==> src/rtl/aes_key_sched.sv <==
// aes_key_sched: iterative AES key expansion, one schedule word per cycle,
// with a registered round-key read port.
module aes_key_sched #(
    parameter int Nk = 4
) (
    input  logic             clk,
    input  logic             rst,
    input  logic             i_start,
    input  logic [32*Nk-1:0] i_key_in,
    output logic             o_busy,
    output logic             o_ready,
    output logic             o_key_valid,
    input  logic [3:0]       i_rk_idx,
    output logic [127:0]     o_rk_out
);
    localparam int Nr = Nk + 6;
    localparam int W  = 4 * (Nr + 1);
    localparam int IW = $clog2(W);
    localparam logic [IW-1:0] NKI  = IW'(Nk);
    localparam logic [IW-1:0] LAST = IW'(W - 1);
    localparam logic [2:0]    JL   = 3'(Nk - 1);
    localparam logic [3:0]    NR4  = 4'(Nr);
    localparam logic [1:0] IDLE = 2'd0, EXPAND = 2'd1, DONE = 2'd2;
    localparam logic [2047:0] SBOX = {
        128'h637c777bf26b6fc53001672bfed7ab76, 128'hca82c97dfa5947f0add4a2af9ca472c0,
        128'hb7fd9326363ff7cc34a5e5f171d83115, 128'h04c723c31896059a071280e2eb27b275,
        128'h09832c1a1b6e5aa0523bd6b329e32f84, 128'h53d100ed20fcb15b6acbbe394a4c58cf,
        128'hd0efaafb434d338545f9027f503c9fa8, 128'h51a3408f929d38f5bcb6da2110fff3d2,
        128'hcd0c13ec5f974417c4a77e3d645d1973, 128'h60814fdc222a908846eeb814de5e0bdb,
        128'he0323a0a4906245cc2d3ac629195e479, 128'he7c8376d8dd54ea96c56f4ea657aae08,
        128'hba78252e1ca6b4c6e8dd741f4bbd8b8a, 128'h703eb5664803f60e613557b986c11d9e,
        128'he1f8981169d98e949b1e87e9ce5528df, 128'h8ca1890dbfe6426841992d0fb054bb16
    };

    function automatic logic [7:0] sb(input logic [7:0] b);
        return SBOX[{~b, 3'b000} +: 8];
    endfunction

    function automatic logic [31:0] sub_word(input logic [31:0] x);
        return {sb(x[31:24]), sb(x[23:16]), sb(x[15:8]), sb(x[7:0])};
    endfunction

    logic [31:0]   r_w [W];
    logic [1:0]    r_state;
    logic [IW-1:0] r_i;
    logic [2:0]    r_j;
    logic [7:0]    r_rc;
    logic          r_key_valid;
    logic [127:0]  r_rk;
    logic          w_accept;
    logic [31:0]   w_prev;
    logic [31:0]   w_temp;
    logic [31:0]   w_new;
    logic [IW-1:0] w_rk_base;

    // r_j tracks i mod Nk and r_rc the running Rcon, so no divider is needed
    assign w_accept  = (r_state == IDLE) && i_start;
    assign w_prev    = r_w[r_i - IW'(1)];
    assign w_temp    = (r_j == 3'd0) ? sub_word({w_prev[23:0], w_prev[31:24]}) ^ {r_rc, 24'h0}
                     : (Nk == 8 && r_j == 3'd4) ? sub_word(w_prev) : w_prev;
    assign w_new     = r_w[r_i - NKI] ^ w_temp;
    assign w_rk_base = IW'({i_rk_idx, 2'b00});

    always_ff @(posedge clk) begin
        if (!rst && w_accept)
            for (int k = 0; k < Nk; k++) r_w[k] <= i_key_in[32*(Nk-k)-1 -: 32];
        else if (!rst && r_state == EXPAND)
            r_w[r_i] <= w_new;
    end

    always_ff @(posedge clk) begin
        if (rst) begin
            r_state     <= IDLE;
            r_i         <= '0;
            r_j         <= '0;
            r_rc        <= 8'h01;
            r_key_valid <= 1'b0;
            r_rk        <= '0;
        end else begin
            r_rk <= (i_rk_idx > NR4) ? 128'h0
                  : {r_w[w_rk_base], r_w[w_rk_base + IW'(1)], r_w[w_rk_base + IW'(2)], r_w[w_rk_base + IW'(3)]};
            case (r_state)
                IDLE: if (i_start) begin
                    r_state     <= EXPAND;
                    r_i         <= NKI;
                    r_j         <= '0;
                    r_rc        <= 8'h01;
                    r_key_valid <= 1'b0;
                end
                EXPAND: begin
                    r_i <= r_i + IW'(1);
                    r_j <= (r_j == JL) ? 3'd0 : r_j + 3'd1;
                    if (r_j == 3'd0) r_rc <= {r_rc[6:0], 1'b0} ^ (r_rc[7] ? 8'h1b : 8'h00);
                    if (r_i == LAST) begin
                        r_state     <= DONE;
                        r_key_valid <= 1'b1;
                    end
                end
                default: r_state <= IDLE;
            endcase
        end
    end

    assign o_busy      = r_state != IDLE;
    assign o_ready     = r_state == DONE;
    assign o_key_valid = r_key_valid;
    assign o_rk_out    = r_rk;
endmodule

==> config.mk <==
export PLATFORM = sky130hd
export DESIGN_NAME = aes_key_sched
export DESIGN_NICKNAME = d
export VERILOG_FILES = /design/src/rtl/aes_key_sched.sv
export SDC_FILE = /design/constraint.sdc
export NUM_CORES = 2
export LEC_CHECK = 0
export BUFFER_PORTS_ARGS = -buffer_cell sky130_fd_sc_hd__buf_4
export CAP_MARGIN = 20
export CORE_MARGIN = 1
export CORE_UTILIZATION = 45
export DETAILED_ROUTE_END_ITERATION = 8
export SLEW_MARGIN = 20
export SYNTH_ARGS = -nofsm -noshare
export SYNTH_HDL_FRONTEND = slang
export SYNTH_SLANG_ARGS = --single-unit
==> constraint.sdc <==
create_clock -name clk -period 9.6 [get_ports clk]
set_input_delay 0.48 -clock clk [delete_from_list [all_inputs] [get_ports clk]]
set_output_delay 0.48 -clock clk [all_outputs]
set_load 0.005 [all_outputs]
=== Word level (Yosys, flattened, before mapping) ===
Memories as Yosys holds them, arrays and structs flattened. A register that Yosys moved wholly into a read port is not among the register bits.
Index checks and enable logic that the tools add are counted.

* Shift-type cells: 4
* Bitwise operators: 7
* $lt $le $gt $ge: 1
* Reductions and logical operators: 14
* Multiplexer cells: 24
* Add/sub/neg operators: 7
* Equal/unequal tests: 7

{| class="wikitable"
|+ Operators by type and width
! cell !! number
|-
| variable part select 2048 x 12 -> 8 bit, first input constant || 4
|-
| two-way mux 32 bit || 2
|-
| bitwise XOR 32 bit || 2
|-
| inverter 8 bit || 4
|-
| OR reduction 32 bit || 1
|-
| two-way mux 8 bit || 2
|-
| case mux 8 bit (2 select lines) || 1
|-
| adder 6 x 1 -> 6 bit, second input constant || 2
|-
| adder 6 x 2 -> 6 bit, second input constant || 2
|-
| two-way mux 6 bit || 2
|-
| case mux 6 bit (2 select lines) || 1
|-
| two-way mux 1 bit || 8
|-
| bitwise XOR 8 x 5 -> 8 bit || 1
|-
| equality test 6 bit, second input constant || 1
|-
| two-way mux 3 bit || 2
|-
| case mux 3 bit (2 select lines) || 1
|-
| AND reduction 3 bit || 2
|-
| subtractor 6 x 1 -> 6 bit, second input constant || 1
|-
| subtractor 6 x 3 -> 6 bit, second input constant || 1
|-
| two-way mux 5 bit || 1
|-
| > comparator 4 bit, second input constant || 1
|-
| two-way mux 2 bit || 2
|-
| inequality test 2 bit, second input constant || 2
|-
| case mux 2 bit (2 select lines) || 1
|-
| other kinds (13) || 17
|}

* Bits in registers: 20
* RAM bits: 1408
* Memories kept: 1
* Word-level logic and storage cells: 70

{| class="wikitable"
|+ Memory list
! memory !! depth !! bits a word !! rd ports !! clocked after Yosys merged registers in !! wr ports !! RTL line !! RTL
|-
| r_w || 44 || 32 || 6 || 4 || 4 || 43 || <nowiki>logic [31:0] r_w [W];</nowiki>
|}

=== Depth between registers and ports, before layout ===
An unclocked memory read counts as a cell.

* Depth after elaboration: 8
* Mapped depth: 32
* Mapped depth without buffers: 20

=== Worst setup path before layout ===
Ideal clock, no wire load.

* Kind: reg2reg
* Start: register r_i[0]
* End: memory r_w[10][27], data pin
* Path buffers: 12
* Cell stages (with the launch flop): 31
* Arrival: 7567 ps
* Period minus slack after synthesis: 8071 ps
* Path slack: 1529 ps
* Cell sequence: dfxtp_1 > buf_6 > clkinv_1 > clkbuf_1 > buf_1 > clkbuf_1 > buf_1 > clkbuf_1 > ha_1 > buf_4 > buf_4 > buf_4 > buf_2 > mux2i_1 > nand3_1 > a41oi_1 > a31oi_1 > o2bb2ai_2 > clkbuf_1 > ha_1 > clkbuf_1 > inv_1 > o32a_1 > a21oi_1 > a2111oi_0 > a221oi_1 > o32ai_1 > a211oi_1 > xnor2_1 > and3_1 > nor3_1

{| class="wikitable"
|+ RTL lines
! element !! RTL line !! RTL
|-
| start: declaration || 45 || <nowiki>logic [IW-1:0] r_i;</nowiki>
|-
| start signal: assignment || 91 || <nowiki>r_i <= r_i + IW'(1);</nowiki>
|-
| end: declaration || 43 ||
|}

==> flow_summary.yaml <==
timing:
  period_share_pct: 91.4
  slew_headroom_pct: 8.44
  finalHoldViolCount: 0
  max_freq_mhz: 114
  setup_viol: 0
  finalSetupTns_ns: 0
  tightest_slew_ns: 1.37
  grt_setup_unrepaired: "no"
  fin_skew_ns: 0.0425
  drv_slew: 0
  period_needed_ns: 8.77
yosys:
  syn_inst: 7876
  synth_area_per_cell_sq_um: 12.2
  synth_most_common_cell: "edfxtp_1"
  synth_seq_area_share_pct: 47.2
  syn_nets: 8075
  synth_top_area_share_pct: 44.1
  synth_common_cells: "1408 x edfxtp_1, 694 x mux4_2, 643 x nor2_1"
  ys_ff_latch: 1556
  synth_area_sq_mm: 0.0958
  synthArstFlopShare_pct: 0
  synth_edf_count: 1408
  synth_ff_type: "edfxtp_1"
  ys_top_cells_by_area: "edfxtp_1 44%, mux4_2 16%, mux2i_1 3.4%"
  synth_cell_type_count: 111
  yosysTopAreaCell: "edfxtp_1"
  yosysWarnings: 0
critical_path:
  cp.arrival_ns: 9.39
  crit_path_end_kind: "flip-flop"
  cp-endpoint: "r_w[0][2]$_DFFE_PP_"
  crit_top_cell: "buf_4"
  regToRegEndpoint: "r_w[0][2]$_DFFE_PP_"
  crit_required_ns: 10.22
  worst-path-stages: 20
  cp-start-kind: "flip-flop"
  rrSetupSlack_ns: 0.83
  crit_type: "reg -> reg"
  crit_fanout: 46
  crit_slowest_cell: "mux2i_1"
  reg2reg_from: "r_i[2]$_SDFFE_PP0P_"
  slowest_delay_ns: 1.04
  crit_start: "r_i[2]$_SDFFE_PP0P_"
  critPathTopFamily: "buffers and inverters"
  r2r_cells: 20
  path_buf_inv: 7
  cp_cell_sequence: "clkinv_1, buf_4, ha_4, a21boi_0, nor2_1, inv_1, buf_4, mux2i_1, o21a_2, buf_4, nor2_1, o221a_2, a211oi_1, o31ai_1, nor4_1, buf_4, a22oi_1, xnor2_2, buf_4, mux2_2"
floorplanning:
  die_w_um: 463
  die_area_sq_mm: 0.215
  row_count: 168
  initial_utilization_pct: 45.5
  core_area_sq_mm: 0.211
  io_pins: 266
  die_h_um: 463
clocking:
  htreeDepth: 4
  cts_sinks: 1556
  cts_buffers: 170
  post_cts_buffers: 0
  cts.path.max_buffers: 3
  root_buffer: "clkbuf_16"
  insertion_delay_ns: 0.88
  cts_hold_buf: 81
  cts_tree: "yes"
  clk_pin_slew_ns: 0.06
  cts_resized: 0
detailed_routing:
  first_pass_iters: 9
  ant_nets: 0
  wl_per_cell_um: 46.3
  routed_wl_mm: 509
  vias_per_cell: 7.99
  drt_iter0_drc: 18681
  vias: 87783
  drcViolationCount: 40
outcome:
  failed_checks: "design-rule violations"
  status: "finished, violations left"
final_layout:
  fillers: 18148
  stdcell_count: 10989
  area_growth_pct: 13.7
  fin_nets: 8212
  drive_gt1_share_pct: 25.0
power_and_ir_drop:
  ir_drop_mv: 0.184
  cellPowerDensity_mw_per_mm2: 273
  p_leak_uw: 0.0353
global_routing:
  track_usage_pct: 46.0
  grt_max_degree: 105
  grt_pass1_wl_mm: 686
  overflow: 0
  grt_pass1_vias: 81446
  antenna_found_initial: 45
hold_path:
  holdCritStartpoint: "i_key_in[101]"
  hp-class: "in -> reg"
placement:
  port_buffers: 265
  dp_hpwl_mm: 338
  place_congestion: 1.04
  post-place-cells: 10561
run:
  drv_cap: 0
worst min-delay path by stage:
stage,depth (start not counted),slack (ns),to
after floorplan,1,0.45,o_key_valid$_SDFFE_PP0P_
after global placement,1,0.46,o_key_valid$_SDFFE_PP0P_
after detailed placement,1,0.47,o_key_valid$_SDFFE_PP0P_
after CTS,2,0.0008,r_w[3][6]$_DFFE_PP_
after global routing,2,0.02,r_w[1][14]$_DFFE_PP_
final,3,0.02,r_w[0][5]$_DFFE_PP_
flip-flops by register name (all words and copies together), names as in the netlist:
register     count
r_w           1408
r_state          2
r_rc             8
r_i              6
r_j              3
o_rk_out       128
o_key_valid      1
layout by cell type (no fill, tap or decap), drive strengths merged, types with 51 or more instances in the layout:
master       count
clkinv          57
o211ai         109
buf            665
nor2           650
edfxtp        1408
a221oi          65
nor2b          140
clkbuf         223
nor3           130
inv             60
mux2           209
dlygate4sd3     81
o21ai          311
dfxtp          148
a21oi          537
a211oi         361
o221ai          88
ha              64
nand2          468
o22ai          367
a31oi           79
mux4           694
o311ai          51
nand3          112
mux2i          323
layout make-up:
cell class,count,area [sq um],share of cell area (%)
multi-input combinational,5487,47900,43.9
sequential,1556,45300,41.6
timing repair buffer,746,6280,5.77
clock buffer,223,4660,4.28
tap,2805,3510,3.22
clock inverter,90,1070,0.985
inverter,52,199,0.183
antenna,30,75.1,0.0689
power breakdown:
group	internal, uW	total, uW	switching, uW
Clock	3910	6870	2970
Sequential	9510	9600	92.0
Combinational	3600	13300	9660
routing by layer:
layer / vias up / routed length (um) / track usage (%)
met1: 43290 / 173000 / 57.3
li1: 32348 / - / -
met3: 2421 / 87200 / 21.3
met2: 9682 / 203000 / 62.4
met4: 42 / 44400 / 32.6
met5: - / 686 / 0.914
worst register-to-register path: cells and delay by family, from the launching register on:
family / cells / cell delay [ns]
AOI/OAI and AO/OA: 6 / 2.03
and+or+nand+nor: 3 / 1.53
adders and majority gates: 1 / 0.29
DFF: 1 / 0.89
buffers and inverters: 7 / 2.25
muxes: 2 / 1.35
xor gates and xnor gates: 1 / 0.18
metrics by stage:
step / power (uW) / util [%] / area [sq um] / hold WS [ns] / setup slack [ns]
floorplan: 16700 / - / 95800 / 0.451 / 1.53
global placement: 22200 / 48.4 / 102000 / 0.461 / 1.25
detailed placement: 22100 / 48.5 / 102000 / 0.469 / 1.21
CTS: 28900 / 51.6 / 109000 / 0.000795 / 1.19
global route: 30200 / 51.7 / 109000 / 0.0227 / 0.863
finish: 29700 / 51.7 / 109000 / 0.0205 / 0.827
logic make-up after synthesis:
| kind of cell | after synthesis | synth area share, % |
|---|---|---|
| xor+xnor | 67 | 0.652 |
| simple gates | 1733 | 8.22 |
| compound gates | 2397 | 16.9 |
| flops | 1556 | 47.2 |
| mux | 1226 | 22.2 |
| fa+ha+maj | 64 | 0.836 |
| buf+inv | 833 | 4.01 |
No activity file was read; power rests on OpenSTA's default activity.
